$ cat src/rtl/pong_game_engine.sv
// pong_game_engine
//   Game-state generator feeding the 64x64 LED frame renderer. Owns ball
//   motion, wall and paddle reflection, paddle control, scoring and the
//   serve / point / game-over sequencing. Every output is a register.
//
// Ports
//   clk        system clock
//   rst_n      asynchronous active-low reset
//   tick       one-cycle frame-rate enable pulse
//   start      level; begins a game from IDLE or OVER
//   p1_up/dn   P1 paddle up (towards row 0) / down
//   p2_up/dn   P2 paddle up / down
//   bx, by     ball column / row
//   p1y, p2y   paddle top rows (P1 at columns 0-1, P2 at columns 62-63)
//   sc1, sc2   scores
//   game_over  high while in OVER
//   winner     0 = P1, 1 = P2; meaningful while game_over is high
module pong_game_engine #(
  parameter int PADDLE_H    = 6,
  parameter int WIN_SCORE   = 7,
  parameter int SERVE_TICKS = 30,
  parameter int BALL_DIV    = 2
) (
  input  logic       clk,
  input  logic       rst_n,
  input  logic       tick,
  input  logic       start,
  input  logic       p1_up,
  input  logic       p1_dn,
  input  logic       p2_up,
  input  logic       p2_dn,
  output logic [5:0] bx,
  output logic [5:0] by,
  output logic [5:0] p1y,
  output logic [5:0] p2y,
  output logic [2:0] sc1,
  output logic [2:0] sc2,
  output logic       game_over,
  output logic       winner
);

  localparam int SERVE_W = (SERVE_TICKS > 1) ? $clog2(SERVE_TICKS) : 1;
  localparam int BALL_W  = (BALL_DIV > 1) ? $clog2(BALL_DIV) : 1;

  localparam logic [SERVE_W-1:0] SERVE_LAST = SERVE_W'(SERVE_TICKS - 1);
  localparam logic [BALL_W-1:0]  BALL_LAST  = BALL_W'(BALL_DIV - 1);
  localparam logic [5:0]         PADDLE_MAX = 6'(64 - PADDLE_H);
  localparam logic [5:0]         HOME       = 6'd31;
  localparam logic [5:0]         PADDLE_RST = 6'd29;
  localparam logic [2:0]         WIN3       = 3'(WIN_SCORE);

  typedef enum logic [2:0] {
    S_IDLE,
    S_SERVE,
    S_PLAY,
    S_POINT,
    S_OVER
  } state_t;

  state_t             state, state_n;
  logic [5:0]         bx_n, by_n, p1y_n, p2y_n;
  logic [2:0]         sc1_n, sc2_n, pt_score;
  logic               game_over_n, winner_n;
  // Directions are kept as "moving towards smaller coordinate" flags.
  logic               dx_neg, dx_neg_n, dy_neg, dy_neg_n;
  logic               scorer, scorer_n;
  logic [SERVE_W-1:0] serve_cnt, serve_cnt_n;
  logic [BALL_W-1:0]  ball_cnt, ball_cnt_n;

  // Paddle step: one row per tick, saturating at both ends; both or
  // neither button held means hold.
  function automatic logic [5:0] paddle_move(input logic [5:0] top,
                                             input logic up,
                                             input logic dn);
    paddle_move = top;
    if (up && !dn && top != 6'd0)
      paddle_move = top - 6'd1;
    else if (dn && !up && top < PADDLE_MAX)
      paddle_move = top + 6'd1;
  endfunction

  // Widened to 7 bits so top+PADDLE_H-1 cannot wrap.
  function automatic logic in_paddle(input logic [5:0] y, input logic [5:0] top);
    logic [6:0] lo;
    logic [6:0] hi;
    lo = {1'b0, top};
    hi = lo + 7'(PADDLE_H - 1);
    in_paddle = ({1'b0, y} >= lo) && ({1'b0, y} <= hi);
  endfunction

  // Scores stop at WIN_SCORE instead of wrapping.
  function automatic logic [2:0] sat_inc(input logic [2:0] s);
    sat_inc = (s == WIN3) ? s : s + 3'd1;
  endfunction

  always_ff @(posedge clk or negedge rst_n) begin
    if (!rst_n) begin
      state     <= S_IDLE;
      bx        <= HOME;
      by        <= HOME;
      p1y       <= PADDLE_RST;
      p2y       <= PADDLE_RST;
      sc1       <= 3'd0;
      sc2       <= 3'd0;
      game_over <= 1'b0;
      winner    <= 1'b0;
      dx_neg    <= 1'b0;
      dy_neg    <= 1'b0;
      scorer    <= 1'b0;
      serve_cnt <= '0;
      ball_cnt  <= '0;
    end else begin
      state     <= state_n;
      bx        <= bx_n;
      by        <= by_n;
      p1y       <= p1y_n;
      p2y       <= p2y_n;
      sc1       <= sc1_n;
      sc2       <= sc2_n;
      game_over <= game_over_n;
      winner    <= winner_n;
      dx_neg    <= dx_neg_n;
      dy_neg    <= dy_neg_n;
      scorer    <= scorer_n;
      serve_cnt <= serve_cnt_n;
      ball_cnt  <= ball_cnt_n;
    end
  end

  always_comb begin
    state_n     = state;
    bx_n        = bx;
    by_n        = by;
    p1y_n       = p1y;
    p2y_n       = p2y;
    sc1_n       = sc1;
    sc2_n       = sc2;
    game_over_n = game_over;
    winner_n    = winner;
    dx_neg_n    = dx_neg;
    dy_neg_n    = dy_neg;
    scorer_n    = scorer;
    serve_cnt_n = serve_cnt;
    ball_cnt_n  = ball_cnt;
    pt_score    = 3'd0;

    if (tick && (state == S_SERVE || state == S_PLAY || state == S_POINT)) begin
      p1y_n = paddle_move(p1y, p1_up, p1_dn);
      p2y_n = paddle_move(p2y, p2_up, p2_dn);
    end

    case (state)
      S_IDLE, S_OVER: begin
        if (start) begin
          state_n     = S_SERVE;
          sc1_n       = 3'd0;
          sc2_n       = 3'd0;
          game_over_n = 1'b0;
          bx_n        = HOME;
          by_n        = HOME;
          dx_neg_n    = 1'b0;
          dy_neg_n    = 1'b0;
          serve_cnt_n = '0;
        end
      end

      S_SERVE: begin
        if (tick) begin
          if (serve_cnt == SERVE_LAST) begin
            state_n    = S_PLAY;
            ball_cnt_n = '0;
          end else begin
            serve_cnt_n = serve_cnt + SERVE_W'(1);
          end
        end
      end

      S_PLAY: begin
        if (tick) begin
          if (ball_cnt == BALL_LAST) begin
            ball_cnt_n = '0;
            // Vertical: reflect off rows 0 and 63. Applied even on a miss.
            if (dy_neg && by == 6'd0) begin
              by_n     = 6'd1;
              dy_neg_n = 1'b0;
            end else if (!dy_neg && by == 6'd63) begin
              by_n     = 6'd62;
              dy_neg_n = 1'b1;
            end else begin
              by_n = dy_neg ? by - 6'd1 : by + 6'd1;
            end
            // Horizontal: paddle faces are columns 2 and 61; hit test
            // uses the pre-step row and the pre-tick paddle position.
            if (dx_neg && bx == 6'd2) begin
              if (in_paddle(by, p1y)) begin
                bx_n     = 6'd3;
                dx_neg_n = 1'b0;
              end else begin
                scorer_n = 1'b1;
                state_n  = S_POINT;
              end
            end else if (!dx_neg && bx == 6'd61) begin
              if (in_paddle(by, p2y)) begin
                bx_n     = 6'd60;
                dx_neg_n = 1'b1;
              end else begin
                scorer_n = 1'b0;
                state_n  = S_POINT;
              end
            end else begin
              bx_n = dx_neg ? bx - 6'd1 : bx + 6'd1;
            end
          end else begin
            ball_cnt_n = ball_cnt + BALL_W'(1);
          end
        end
      end

      S_POINT: begin
        pt_score = scorer ? sat_inc(sc2) : sat_inc(sc1);
        if (scorer)
          sc2_n = pt_score;
        else
          sc1_n = pt_score;
        if (pt_score == WIN3) begin
          state_n     = S_OVER;
          game_over_n = 1'b1;
          winner_n    = scorer;
        end else begin
          // Next serve heads towards the player who lost the point.
          state_n     = S_SERVE;
          bx_n        = HOME;
          by_n        = HOME;
          dx_neg_n    = scorer;
          dy_neg_n    = 1'b0;
          serve_cnt_n = '0;
        end
      end

      default: state_n = S_IDLE;
    endcase
  end

endmodule
$ cat config.mk
export PLATFORM = sky130hd
export DESIGN_NAME = pong_game_engine
export DESIGN_NICKNAME = d
export VERILOG_FILES = /design/src/rtl/pong_game_engine.sv
export SDC_FILE = /design/constraint.sdc
export NUM_CORES = 1
export LEC_CHECK = 0
export CORE_MARGIN = 2
export CORE_UTILIZATION = 30
export DETAILED_ROUTE_END_ITERATION = 16
export PLACE_DENSITY = 0.5
export SLEW_MARGIN = 20
export SYNTH_ARGS = -nofsm -noshare
export SYNTH_HDL_FRONTEND = slang
export SYNTH_SLANG_ARGS = --single-unit
$ cat constraint.sdc
create_clock -name clk -period 4.3 [get_ports clk]
set_input_delay 0.43 -clock clk [delete_from_list [all_inputs] [get_ports clk]]
set_output_delay 0.43 -clock clk [all_outputs]
set_load 0.01 [all_outputs]
==> results.json <==
{
  "drc": 0,
  "synth.ff_latch_count": 44,
  "critical-path-slowest-cell": "sky130_fd_sc_hd__dfstp_2",
  "finClkSkew_ns": 0.005786,
  "met2_usage_pct": 23.78,
  "xor_xnor_fraction_of_synth_area_pct": 6.828,
  "drt_pre_antenna_iters": 4,
  "detail_route.wirelength_mm": 8.839,
  "dieWidth_um": 115.4,
  "synthesis.area_mm2": 0.003720,
  "max_slew.worst_pin.slew_ns": 0.9321,
  "synth.top_cell.area_share_pct": 17.49,
  "post-dp-hpwl_mm": 6.750,
  "critical_path.reg2reg.startpoint": "p2y[0]",
  "avgRoutedWirePerCell_um": 14.28,
  "final-instance-count-excl-fill": 619,
  "layout_min_cycle_time_ns": 2.890,
  "num_vias": 3076,
  "floorplan.die_area_mm2": 0.01331,
  "muxShareOfSynthArea_pct": 3.835,
  "synth_fp_nets": 469,
  "global_route.usage.met3_pct": 2.425,
  "achievable-frequency_mhz": 346.0,
  "cts_root_buffer": "sky130_fd_sc_hd__clkbuf_16",
  "cp_max_fo": 7,
  "port-buffer-count": 39,
  "area_growth_pct": 20.01,
  "row_count": 40,
  "complex_gate_fraction_of_the_synthesized_area_pct": 21.59,
  "grt_remaining_overflow": 0,
  "number_of_antenna_violations_at_the_first_check_in_global_routing": 0,
  "synth_sequential_area_ratio_pct": 30.21,
  "fin_area_mm2": 0.004464,
  "max_cap_violations": 0,
  "post-synth-top-count-cell": "sky130_fd_sc_hd__ha_1",
  "slew_headroom_pct": 37.29,
  "pwr_density_cell_mw_per_mm2": 557.9,
  "power.leakage_nw": 1.937,
  "synth_flop_cell": "sky130_fd_sc_hd__dfrtp_1",
  "irDropWorstVdd_v": 0.0002454,
  "report.final.slew_viol_count": 0,
  "final_hold_viol_count": 0,
  "worst_setup_hold_path_clk_slew_ns": 0.07,
  "synth.top_cells.by_area": "sky130_fd_sc_hd__dfrtp_1 17%, sky130_fd_sc_hd__ha_1 16%, sky130_fd_sc_hd__dfstp_2 13%, sky130_fd_sc_hd__a21oi_1 5.7%, sky130_fd_sc_hd__xnor2_1 4.5%",
  "clock_tree.htree_level_count": 2,
  "placed_inst_area_mm2": 0.004287,
  "wire_length_of_the_first_global_routing_pass_mm": 15.26,
  "worst-endpoint-required_ns": 4.52,
  "period_share_pct": 67.22,
  "grt.met1_usage_pct": 19.70,
  "post_synthesis_cell_count": 409,
  "io_pins": 40,
  "most_used_layer_global_route": "met2",
  "clock_sinks": 44,
  "postCtsHoldBufs": 0,
  "initial_utilization_pct": 30.84,
  "status": "finished, final reports clean",
  "globalplace.congestion": 0.7832,
  "setup.worst_path.start_class": "register",
  "floorplan.die.height_um": 115.4,
  "yosys.area.top_type": "sky130_fd_sc_hd__dfrtp_1",
  "cts_post_setup_buffers_inserted": 0,
  "synth.avg_cell_area_um2": 9.095,
  "worst-r2r-setup-slack_ns": 1.41,
  "grt_start_max_net_pins": 45,
  "synthTopCellsByCount": "48 x sky130_fd_sc_hd__ha_1, 42 x sky130_fd_sc_hd__a21oi_1, 29 x sky130_fd_sc_hd__inv_1, 29 x sky130_fd_sc_hd__nand2_1, 29 x sky130_fd_sc_hd__o21ai_0",
  "core_area_mm2": 0.01206,
  "placed_cells_incl_taps": 611,
  "rsz0062_at_grt": "false",
  "drt-initial-drc-count": 64,
  "synth-warning-count": 0,
  "post_cts_resize_count": 0,
  "detail-route-antenna-nets": 0,
  "area_share_of_fa_ha_maj_cells_after_synthesis_pct": 18.30,
  "synth_top_family_by_area": "compound AO/OA/AOI/OAI gates",
  "first_global_vias": 3118,
  "antenna-diode-count": 0,
  "setup-violations-final": 0,
  "route.detailed.vias_per_inst": 4.969,
  "fin_setup_tns_ns": 0,
  "finish.net_count": 510,
  "synth-async-reset-ratio_pct": 100.0,
  "endpoint_kind": "register",
  "worst_r2r_endpoint": "bx[2]",
  "cts-buffers-inserted": 5,
  "crit_type": "reg2reg",
  "post_synth_edffs": 0,
  "crit_path_max_incr_delay_ns": 0.60,
  "crit_arrival_ns": 3.11,
  "hold_path.class": "in2async",
  "final_layout_size_suffix_gt1_share_pct": 10.64,
  "synth_cell_types": 62,
  "crit_chain": "ha_1 -> o21ai_0 -> xnor2_1 -> ha_1 -> a21o_1 -> a21oi_1 -> a21oi_1 -> o21ai_0 -> o21a_1 -> mux2_2",
  "tritoncts": "yes",
  "max-clock-path-buffers": 2,
  "track_usage_pct": 14.27,
  "reg2reg_depth": 10,
  "synth_simple_gate_area_share_pct": 15.14,
  "skew_pair_late_insertion_delay_ns": 0.29
}
[area by class of cell]
type | count | area, um^2
Clock buffer | 6 | 138.9
Clock inverter | 2 | 38.79
Fill cell | 1250 | 7597
Inverter | 29 | 108.9
Multi-Input combinational cell | 329 | 2444
Sequential cell | 44 | 1124
Tap cell | 168 | 210.2
Timing Repair Buffer | 41 | 400.4
[critical path: cells and delay by family, from the launching register on]
family | cells | cell delay (ns)
flops | 1 | 0.60
fa+ha+maj | 2 | 0.50
compound gates | 6 | 1.22
xor+xnor | 1 | 0.15
mux | 1 | 0.35
[power breakdown]
part / switching, mW / leakage [nW] / internal (mW)
Combinational: 0.668 / 1.32 / 0.629
Clock: 0.179 / 0.0871 / 0.292
Sequential: 0.175 / 0.527 / 0.548
[sequential cells by signal, indices dropped and copies added, names as in the netlist]
signal and count:
winner 1, by 6, bx 6, ball_cnt 1, dx_neg 1, sc2 3, scorer 1, serve_cnt 5
p2y 6, state 3, p1y 6, dy_neg 1, game_over 1, sc1 3
[layout by cell type, fill, tap and decap left out, types with 4 or more instances in the layout]
cell type,netlist,final
sky130_fd_sc_hd__nand2_1,29,29
sky130_fd_sc_hd__o21ai_0,29,29
sky130_fd_sc_hd__nor2_1,28,28
sky130_fd_sc_hd__xor2_1,10,10
sky130_fd_sc_hd__o31ai_1,10,10
sky130_fd_sc_hd__nand4_1,4,4
sky130_fd_sc_hd__nand3_1,12,12
sky130_fd_sc_hd__nor4_1,4,4
sky130_fd_sc_hd__a211oi_1,4,4
sky130_fd_sc_hd__or2_2,4,4
sky130_fd_sc_hd__mux2_2,7,7
sky130_fd_sc_hd__a21oi_1,42,42
sky130_fd_sc_hd__a21o_1,17,17
sky130_fd_sc_hd__fa_1,4,4
sky130_fd_sc_hd__clkdlybuf4s50_1,0,38
sky130_fd_sc_hd__dfrtp_1,26,26
sky130_fd_sc_hd__clkbuf_16,0,5
sky130_fd_sc_hd__nor3_1,4,4
sky130_fd_sc_hd__ha_1,48,48
sky130_fd_sc_hd__dfstp_2,18,18
sky130_fd_sc_hd__nor2b_1,4,4
sky130_fd_sc_hd__inv_1,29,29
sky130_fd_sc_hd__xnor2_1,19,19
[cell families (layout without fill, tap and decap cells)]
| logic type | Yosys count | count (layout) |
|---|---|---|
| muxes | 12 | 12 |
| buffers and inverters | 36 | 78 |
| DFF | 44 | 44 |
| and+or+nand+nor | 108 | 108 |
| AOI/OAI and AO/OA | 128 | 128 |
| xor gates and xnor gates | 29 | 29 |
| adders and majority gates | 52 | 52 |
[stage by stage]
step / util (%) / power [mW] / hold slack [ns] / worst slack, ns
2_1_floorplan: - / 1.630 / 0.1344 / 1.656
3_3_place_gp: 35.54 / 2.012 / 0.4706 / 1.478
3_5_place_dp: 35.54 / 2.039 / 0.4752 / 1.449
4_1_cts: 37.01 / 2.523 / 0.2616 / 1.429
5_1_grt: 37.01 / 2.747 / 0.2853 / 1.255
6_report: 37.01 / 2.491 / 0.2207 / 1.410
[worst max-delay path by stage]
stage          cells after the start  slack [ns]      to  startpoint
2_1_floorplan                     10        1.66   bx[2]      p2y[2]
3_3_place_gp                      10        1.48   bx[4]      p2y[0]
3_5_place_dp                      10        1.45   bx[2]      p2y[0]
4_1_cts                           10        1.43  dx_neg      p1y[0]
5_1_grt                           12        1.26  p1y[5]      p1y[0]
6_report                          10        1.41   bx[2]      p2y[0]
[per-layer routing]
metal,share of wire [%],routed length (um)
met1,49,4311
met2,48,4257
met3,2.4,212
met4,0.64,57
met5,0,0
(Power assumes the default switching activity.)
